File: config.mk
export PLATFORM = sky130hd
export DESIGN_NAME = reg_scoreboard_flat
export DESIGN_NICKNAME = d
export VERILOG_FILES = /design/src/rtl/reg_scoreboard_if.sv /design/src/rtl/reg_scoreboard.sv /design/src/flat_wrapper.sv
export SDC_FILE = /design/constraint.sdc
export NUM_CORES = 1
export LEC_CHECK = 0
export BUFFER_PORTS_ARGS = -buffer_cell sky130_fd_sc_hd__buf_4
export CAP_MARGIN = 20
export CORE_MARGIN = 2
export CORE_UTILIZATION = 45
export CTS_CLUSTER_DIAMETER = 60
export DETAILED_ROUTE_END_ITERATION = 8
export PLACE_DENSITY_LB_ADDON = 0.2
export SKIP_LAST_GASP = 1
export SLEW_MARGIN = 20
export SYNTH_ARGS = -nofsm -noshare
export SYNTH_HDL_FRONTEND = slang
export SYNTH_SLANG_ARGS = --single-unit
File: constraint.sdc
create_clock -name clk -period 3.8 [get_ports clk]
set_input_delay 0.19 -clock clk [delete_from_list [all_inputs] [get_ports clk]]
set_output_delay 0.19 -clock clk [all_outputs]
set_load 0.05 [all_outputs]
File: src/rtl/reg_scoreboard_if.sv
// Issue/retire interface between instruction decode, writeback and the register scoreboard.
// The master side (decode/writeback) drives the requests, and the slave side (scoreboard) answers.
interface reg_scoreboard_if #(
  parameter int REG_W = 5,
  parameter int NREGS = 2**REG_W
);
  logic             iss_valid;
  logic [REG_W-1:0] iss_rs1;
  logic [REG_W-1:0] iss_rs2;
  logic [REG_W-1:0] iss_rd;
  logic             iss_use_rs1;
  logic             iss_use_rs2;
  logic             iss_use_rdsrc;
  logic             iss_wr_rd;
  logic             iss_ready;
  logic             ret_valid;
  logic [REG_W-1:0] ret_rd;
  logic             flush;
  logic [NREGS-1:0] busy;
  logic             pending_any;
  logic             err_underflow;

  modport master (
    output iss_valid, iss_rs1, iss_rs2, iss_rd,
           iss_use_rs1, iss_use_rs2, iss_use_rdsrc, iss_wr_rd,
           ret_valid, ret_rd, flush,
    input  iss_ready, busy, pending_any, err_underflow
  );

  modport slave (
    input  iss_valid, iss_rs1, iss_rs2, iss_rd,
           iss_use_rs1, iss_use_rs2, iss_use_rdsrc, iss_wr_rd,
           ret_valid, ret_rd, flush,
    output iss_ready, busy, pending_any, err_underflow
  );
endinterface

File: src/rtl/reg_scoreboard.sv
// Register-file hazard scoreboard: one pending-write counter per architectural register.
// Issue is granted only when no used source has a write still outstanding.
module reg_scoreboard #(
  parameter int REG_W = 5,
  parameter int NREGS = 2**REG_W,
  parameter int CNT_W = 2
) (
  input  logic                   clk,
  input  logic                   reset,
  reg_scoreboard_if.slave        sb
);

  localparam logic [CNT_W-1:0] MAX_PEND = {CNT_W{1'b1}};
  localparam logic [REG_W-1:0] ZERO_REG = '0;

  logic [CNT_W-1:0] cnt      [NREGS];
  logic [CNT_W-1:0] cnt_next [NREGS];
  logic             err_q;

  logic raw_rs1, raw_rs2, raw_rdsrc;
  logic raw_hazard;
  logic struct_hazard;
  logic ready;
  logic fire;
  logic inc;
  logic dec;
  logic underflow;

  // Hazards look only at registered counters, so a same-cycle retire never
  // bypasses into the grant; the dependent instruction is released one cycle later.
  always_comb begin
    raw_rs1       = sb.iss_use_rs1   && (sb.iss_rs1 != ZERO_REG) && (cnt[sb.iss_rs1] != '0);
    raw_rs2       = sb.iss_use_rs2   && (sb.iss_rs2 != ZERO_REG) && (cnt[sb.iss_rs2] != '0);
    raw_rdsrc     = sb.iss_use_rdsrc && (sb.iss_rd  != ZERO_REG) && (cnt[sb.iss_rd]  != '0);
    raw_hazard    = raw_rs1 || raw_rs2 || raw_rdsrc;
    struct_hazard = sb.iss_wr_rd && (sb.iss_rd != ZERO_REG) && (cnt[sb.iss_rd] == MAX_PEND);
    ready         = !reset && !sb.flush && !raw_hazard && !struct_hazard;
    fire          = sb.iss_valid && ready;
    inc           = fire && sb.iss_wr_rd && (sb.iss_rd != ZERO_REG);
    dec           = sb.ret_valid && (sb.ret_rd != ZERO_REG) && (cnt[sb.ret_rd] != '0);
    underflow     = sb.ret_valid && (sb.ret_rd != ZERO_REG) && (cnt[sb.ret_rd] == '0);
  end

  // NOTE: every combinational output gets its default before any conditional
  // update, so no path leaves a value unassigned and no latch is inferred.
  always_comb begin
    for (int i = 0; i < NREGS; i++) begin
      cnt_next[i] = cnt[i];
      if (i != 0) begin
        case ({inc && (sb.iss_rd == REG_W'(i)), dec && (sb.ret_rd == REG_W'(i))})
          2'b10:   cnt_next[i] = cnt[i] + CNT_W'(1);
          2'b01:   cnt_next[i] = cnt[i] - CNT_W'(1);
          default: cnt_next[i] = cnt[i];
        endcase
      end
    end
  end

  // NOTE: the counter array is hazard state rather than data storage, so every
  // entry is cleared on reset; sequential state is written with <= only.
  always_ff @(posedge clk) begin
    if (reset) begin
      for (int i = 0; i < NREGS; i++) cnt[i] <= '0;
      err_q <= 1'b0;
    end else begin
      if (sb.flush) begin
        for (int i = 0; i < NREGS; i++) cnt[i] <= '0;
      end else begin
        for (int i = 0; i < NREGS; i++) cnt[i] <= cnt_next[i];
      end
      if (underflow) err_q <= 1'b1;
    end
  end

  always_comb begin
    sb.busy = '0;
    for (int i = 1; i < NREGS; i++) sb.busy[i] = (cnt[i] != '0);
    sb.pending_any   = |sb.busy;
    sb.iss_ready     = ready;
    sb.err_underflow = err_q;
  end

endmodule

File: src/flat_wrapper.sv
// flat-port wrapper written by rule: the top's interface ports become plain ports
module reg_scoreboard_flat 
#(
  parameter int REG_W = 5,
  parameter int NREGS = 2**REG_W,
  parameter int CNT_W = 2
)
  (clk, reset, sb_iss_valid, sb_iss_rs1, sb_iss_rs2, sb_iss_rd, sb_iss_use_rs1, sb_iss_use_rs2, sb_iss_use_rdsrc, sb_iss_wr_rd, sb_ret_valid, sb_ret_rd, sb_flush, sb_iss_ready, sb_busy, sb_pending_any, sb_err_underflow);
  reg_scoreboard_if #(.REG_W(REG_W), .NREGS(NREGS)) sb_i ();
  input  logic clk;
  input  logic reset;
  input wire logic [$bits(sb_i.iss_valid)-1:0] sb_iss_valid;
  input wire logic [$bits(sb_i.iss_rs1)-1:0] sb_iss_rs1;
  input wire logic [$bits(sb_i.iss_rs2)-1:0] sb_iss_rs2;
  input wire logic [$bits(sb_i.iss_rd)-1:0] sb_iss_rd;
  input wire logic [$bits(sb_i.iss_use_rs1)-1:0] sb_iss_use_rs1;
  input wire logic [$bits(sb_i.iss_use_rs2)-1:0] sb_iss_use_rs2;
  input wire logic [$bits(sb_i.iss_use_rdsrc)-1:0] sb_iss_use_rdsrc;
  input wire logic [$bits(sb_i.iss_wr_rd)-1:0] sb_iss_wr_rd;
  input wire logic [$bits(sb_i.ret_valid)-1:0] sb_ret_valid;
  input wire logic [$bits(sb_i.ret_rd)-1:0] sb_ret_rd;
  input wire logic [$bits(sb_i.flush)-1:0] sb_flush;
  output wire logic [$bits(sb_i.iss_ready)-1:0] sb_iss_ready;
  output wire logic [$bits(sb_i.busy)-1:0] sb_busy;
  output wire logic [$bits(sb_i.pending_any)-1:0] sb_pending_any;
  output wire logic [$bits(sb_i.err_underflow)-1:0] sb_err_underflow;
  assign sb_i.iss_valid = sb_iss_valid;
  assign sb_i.iss_rs1 = sb_iss_rs1;
  assign sb_i.iss_rs2 = sb_iss_rs2;
  assign sb_i.iss_rd = sb_iss_rd;
  assign sb_i.iss_use_rs1 = sb_iss_use_rs1;
  assign sb_i.iss_use_rs2 = sb_iss_use_rs2;
  assign sb_i.iss_use_rdsrc = sb_iss_use_rdsrc;
  assign sb_i.iss_wr_rd = sb_iss_wr_rd;
  assign sb_i.ret_valid = sb_ret_valid;
  assign sb_i.ret_rd = sb_ret_rd;
  assign sb_i.flush = sb_flush;
  assign sb_iss_ready = sb_i.iss_ready;
  assign sb_busy = sb_i.busy;
  assign sb_pending_any = sb_i.pending_any;
  assign sb_err_underflow = sb_i.err_underflow;
  reg_scoreboard #(.REG_W(REG_W), .NREGS(NREGS), .CNT_W(CNT_W)) u_core (.clk(clk), .reset(reset), .sb(sb_i));
endmodule
==> key figures <==
STA
  – Max-slew violations: 0
  – Fmax: 0.304 GHz
  – Min Tclk post-route: 3290 ps
  – Slew HR: 33.3%
  – Setup violators final: 0
  – Period Utilization, post-route: 86.7%
  – TNS Setup: 0 ps
  – Unrepaired setup endpoints after global routing: no
  – Worst Tran Pin Value: 999 ps
  – Final Hold Viols: 0
  – Layout Skew: 3.89 ps

Setup path
  – Critical path endpoint category: flop
  – Slowest stage delay, CP: 470 ps
  – FF-to-FF End: u_core.cnt[1][1]
  – Worst path most repeated cell: nor2_1
  – Worst Path Required: 3860 ps
  – Worst reg-to-reg path cell count: 13
  – Crit-path max FO: 16
  – CP Launch Type: flop
  – Reg2Reg Launch Point: u_core.cnt[24][0]
  – CP max-delay cell: mux4_2
  – Worst path cell trace: nor2_1, inv_1, mux4_2, nor2_1, o21ai_0, and4_1, a21oi_4, buf_4, nand4_1, ha_1, xor2_1, xnor2_1, nor2_1
  – CP arrival: 3350 ps
  – Worst setup path class: flop to flop
  – R2R setup slack: 510 ps

Global routing
  – Grt total ovfl: 0
  – GRT Total Usage: 25.8%
  – GR Util met2: 39.3%
  – Largest net degree at the start of global routing: 63
  – GRT met1 Usage: 37.9%
  – Vias in the first global route: 4583
  – Global routing usage on met3: 4.77%
  – Initial antenna violation count: 0
  – First-pass GRT wire length: 26200 um
  – Grt peak-use layer: met2

Worst hold path
  – HP Start: reset
  – Hold Path End: u_core.sb.err_underflow
  – Hold Path Depth: 2
  – HP Class: primary input to flop

Floorplanning
  – DIE AREA: 13500 um^2
  – I/O pin cnt: 64
  – Die width: 116 um
  – Chip height: 116 um
  – Cell row count: 40
  – Initial core utilization: 46.5%
  – Total core area: 12200 um^2

Clocking
  – CTS tree: yes
  – Htree depth: 3
  – Post-CTS sizing: 0
  – Clock Root Buffer: clkbuf_16
  – Post-CTS Hold Buffers: 0
  – Setup bufs post-CTS: 0
  – CTS Sinks: 63
  – Register clock-pin slew on the reported worst setup and hold paths: 60 ps
  – Inserted Clock Buffers: 9
  – Maximum clock path buffer count: 2
  – Worst-skew pair later-pin latency: 330 ps

Finish
  – Area delta synth->final: 15.5%
  – Fraction of layout cells with a size suffix above 1: 21.2%
  – Antenna cells: 0
  – Post-route cell area: 6530 um^2
  – Nets@finish: 706
  – Fillers: 1129

Power
  – Leakage dissipation: 2.68 nW
  – Maximum vdd drop: 0.000263 V
  – Pwr/cell area: 400 nW/um^2

Synth
  – Most area-consuming cells after synthesis: edfxtp_1, mux4_2, nor2_1
  – Mapped Avg Cell Area: 9.46 um^2
  – Main synth FF type: edfxtp_1
  – Largest area contributor in the netlist: edfxtp_1
  – Post-Synth XOR/XNOR Area: 9.60%
  – Register area share after synthesis: 33.3%
  – Post-synth EDFFs: 62
  – Post-synth ARST share: 0%
  – Complex-gate fraction of the synthesized area: 5.44%
  – Post-Syn Area: 5660 um^2
  – Share of the synthesized area in the top cell type: 32.9%
  – Syn. warnings: 0
  – Syn Inst Count: 598
  – Top cells by count, synth: nor2_1, edfxtp_1, nand2_1, nand4_1, inv_1
  – Synth Area in Adders: 6.86%
  – Syn nets: 658
  – Netlist cell types: 60
  – Synth Register Bits: 63
  – Largest family of logic cells by synthesized area: simple AND/OR/NAND/NOR gates
  – Synth Area in Simple Gates: 24.1%
  – Post-synthesis mux area share: 14.7%
  – Count leader, synth: nor2_1

Place
  – IO Port Bufs: 62
  – Post-DP HPWL: 13000 um
  – Gpl congestion: 0.963
  – Post-place instance area: 6230 um^2

Routing
  – Vias per Instance: 5.99
  – Final ANT Viol Nets: 0
  – First-pass iteration count of the detailed router: 5
  – Drt wl/cell: 20.6 um
  – Drt drc: 0
  – Via Count: 4901
  – First DRT Iteration DRCs: 511
  – Final wirelength: 16800 um

Flow run
  – Max Cap Violations: 0

Run status
  – Status: finished, final reports clean
==> layer usage <==
layer  part of all wire [%]  up-vias
met5                      0        -
met4                    1.8        0
met3                    9.1       26
met2                     44      263
met1                     45     2380
li1                       -     2232
==> worst max-delay path by stage <==
stage | start | slack, ps | to | cells after the start
floorplan | u_core.cnt[26][0] | 850 | u_core.cnt[26][1] | 13
global placement | sb_iss_rd[1] | 580 | u_core.cnt[1][1] | 13
detailed placement | sb_iss_rd[1] | 550 | u_core.cnt[21][1] | 13
CTS | u_core.cnt[21][1] | 580 | u_core.cnt[1][1] | 12
global route | u_core.cnt[24][0] | 270 | u_core.cnt[1][1] | 13
finish | u_core.cnt[24][0] | 510 | u_core.cnt[1][1] | 13
==> state kept, by name (all words and copies together) (netlist names) <==
name and count:
u_core.cnt 62, u_core.sb.err_underflow 1
==> power breakdown <==
part	switching (mW)	internal (mW)
Combinational	0.509	0.309
Clock	0.313	0.566
Sequential	0.0771	0.837
Total	0.899	1.71
==> cells in the final DEF (no fill, tap or decap), drive strengths merged, types with 6 or more instances in the layout <==
cell / Yosys / routed
nor2: 136 / 136
buf: 17 / 75
edfxtp: 62 / 62
nand2: 51 / 51
nand4: 39 / 39
inv: 36 / 36
mux4: 32 / 32
xor2: 31 / 31
xnor2: 31 / 31
ha: 31 / 31
nor3: 17 / 17
clkbuf: 21 / 10
a21oi: 9 / 9
mux2i: 8 / 8
or2: 8 / 8
nand2b: 7 / 7
o21ai: 6 / 6
nand3: 6 / 6
==> worst max-delay path: cells and delay by family, from the launching register on <==
family / cells / cell delay, ps
AO/OA/AOI/OAI: 2 / 230
XOR/XNOR: 2 / 310
adder cells (fa/ha/maj): 1 / 290
buffers and inverters: 2 / 330
flip-flops: 1 / 450
multiplexers: 1 / 470
AND/OR/NAND/NOR: 5 / 930
==> layout make-up <==
cell class	instances	area, um^2	share of cell area (%)
Sequential cell	63	1880	28.8
Timing Repair Buffer	75	563	8.62
Clock buffer	10	229	3.51
Tap cell	168	210	3.22
Multi-Input combinational cell	461	3440	52.6
Clock inverter	5	73.8	1.13
Inverter	36	135	2.07
==> through the flow <==
step	setup WS (ps)	util, %	std cells	hold slack (ps)	power (mW)
after floorplan	854	-	598	262	1.49
after global placement	580	51.2	803	393	1.72
after detailed placement	547	51.2	803	392	1.73
after CTS	576	53.7	818	46.9	2.60
after global routing	269	53.7	818	54.4	2.70
final	506	53.7	818	46.1	2.61
==> logic make-up after synthesis <==
group,Yosys count
AND/OR/NAND/NOR,287
buffers and inverters,74
flip-flops,63
XOR/XNOR,62
multiplexers,42
AO/OA/AOI/OAI,38
adder cells (fa/ha/maj),31
other,1
(Power assumes the default switching activity.)
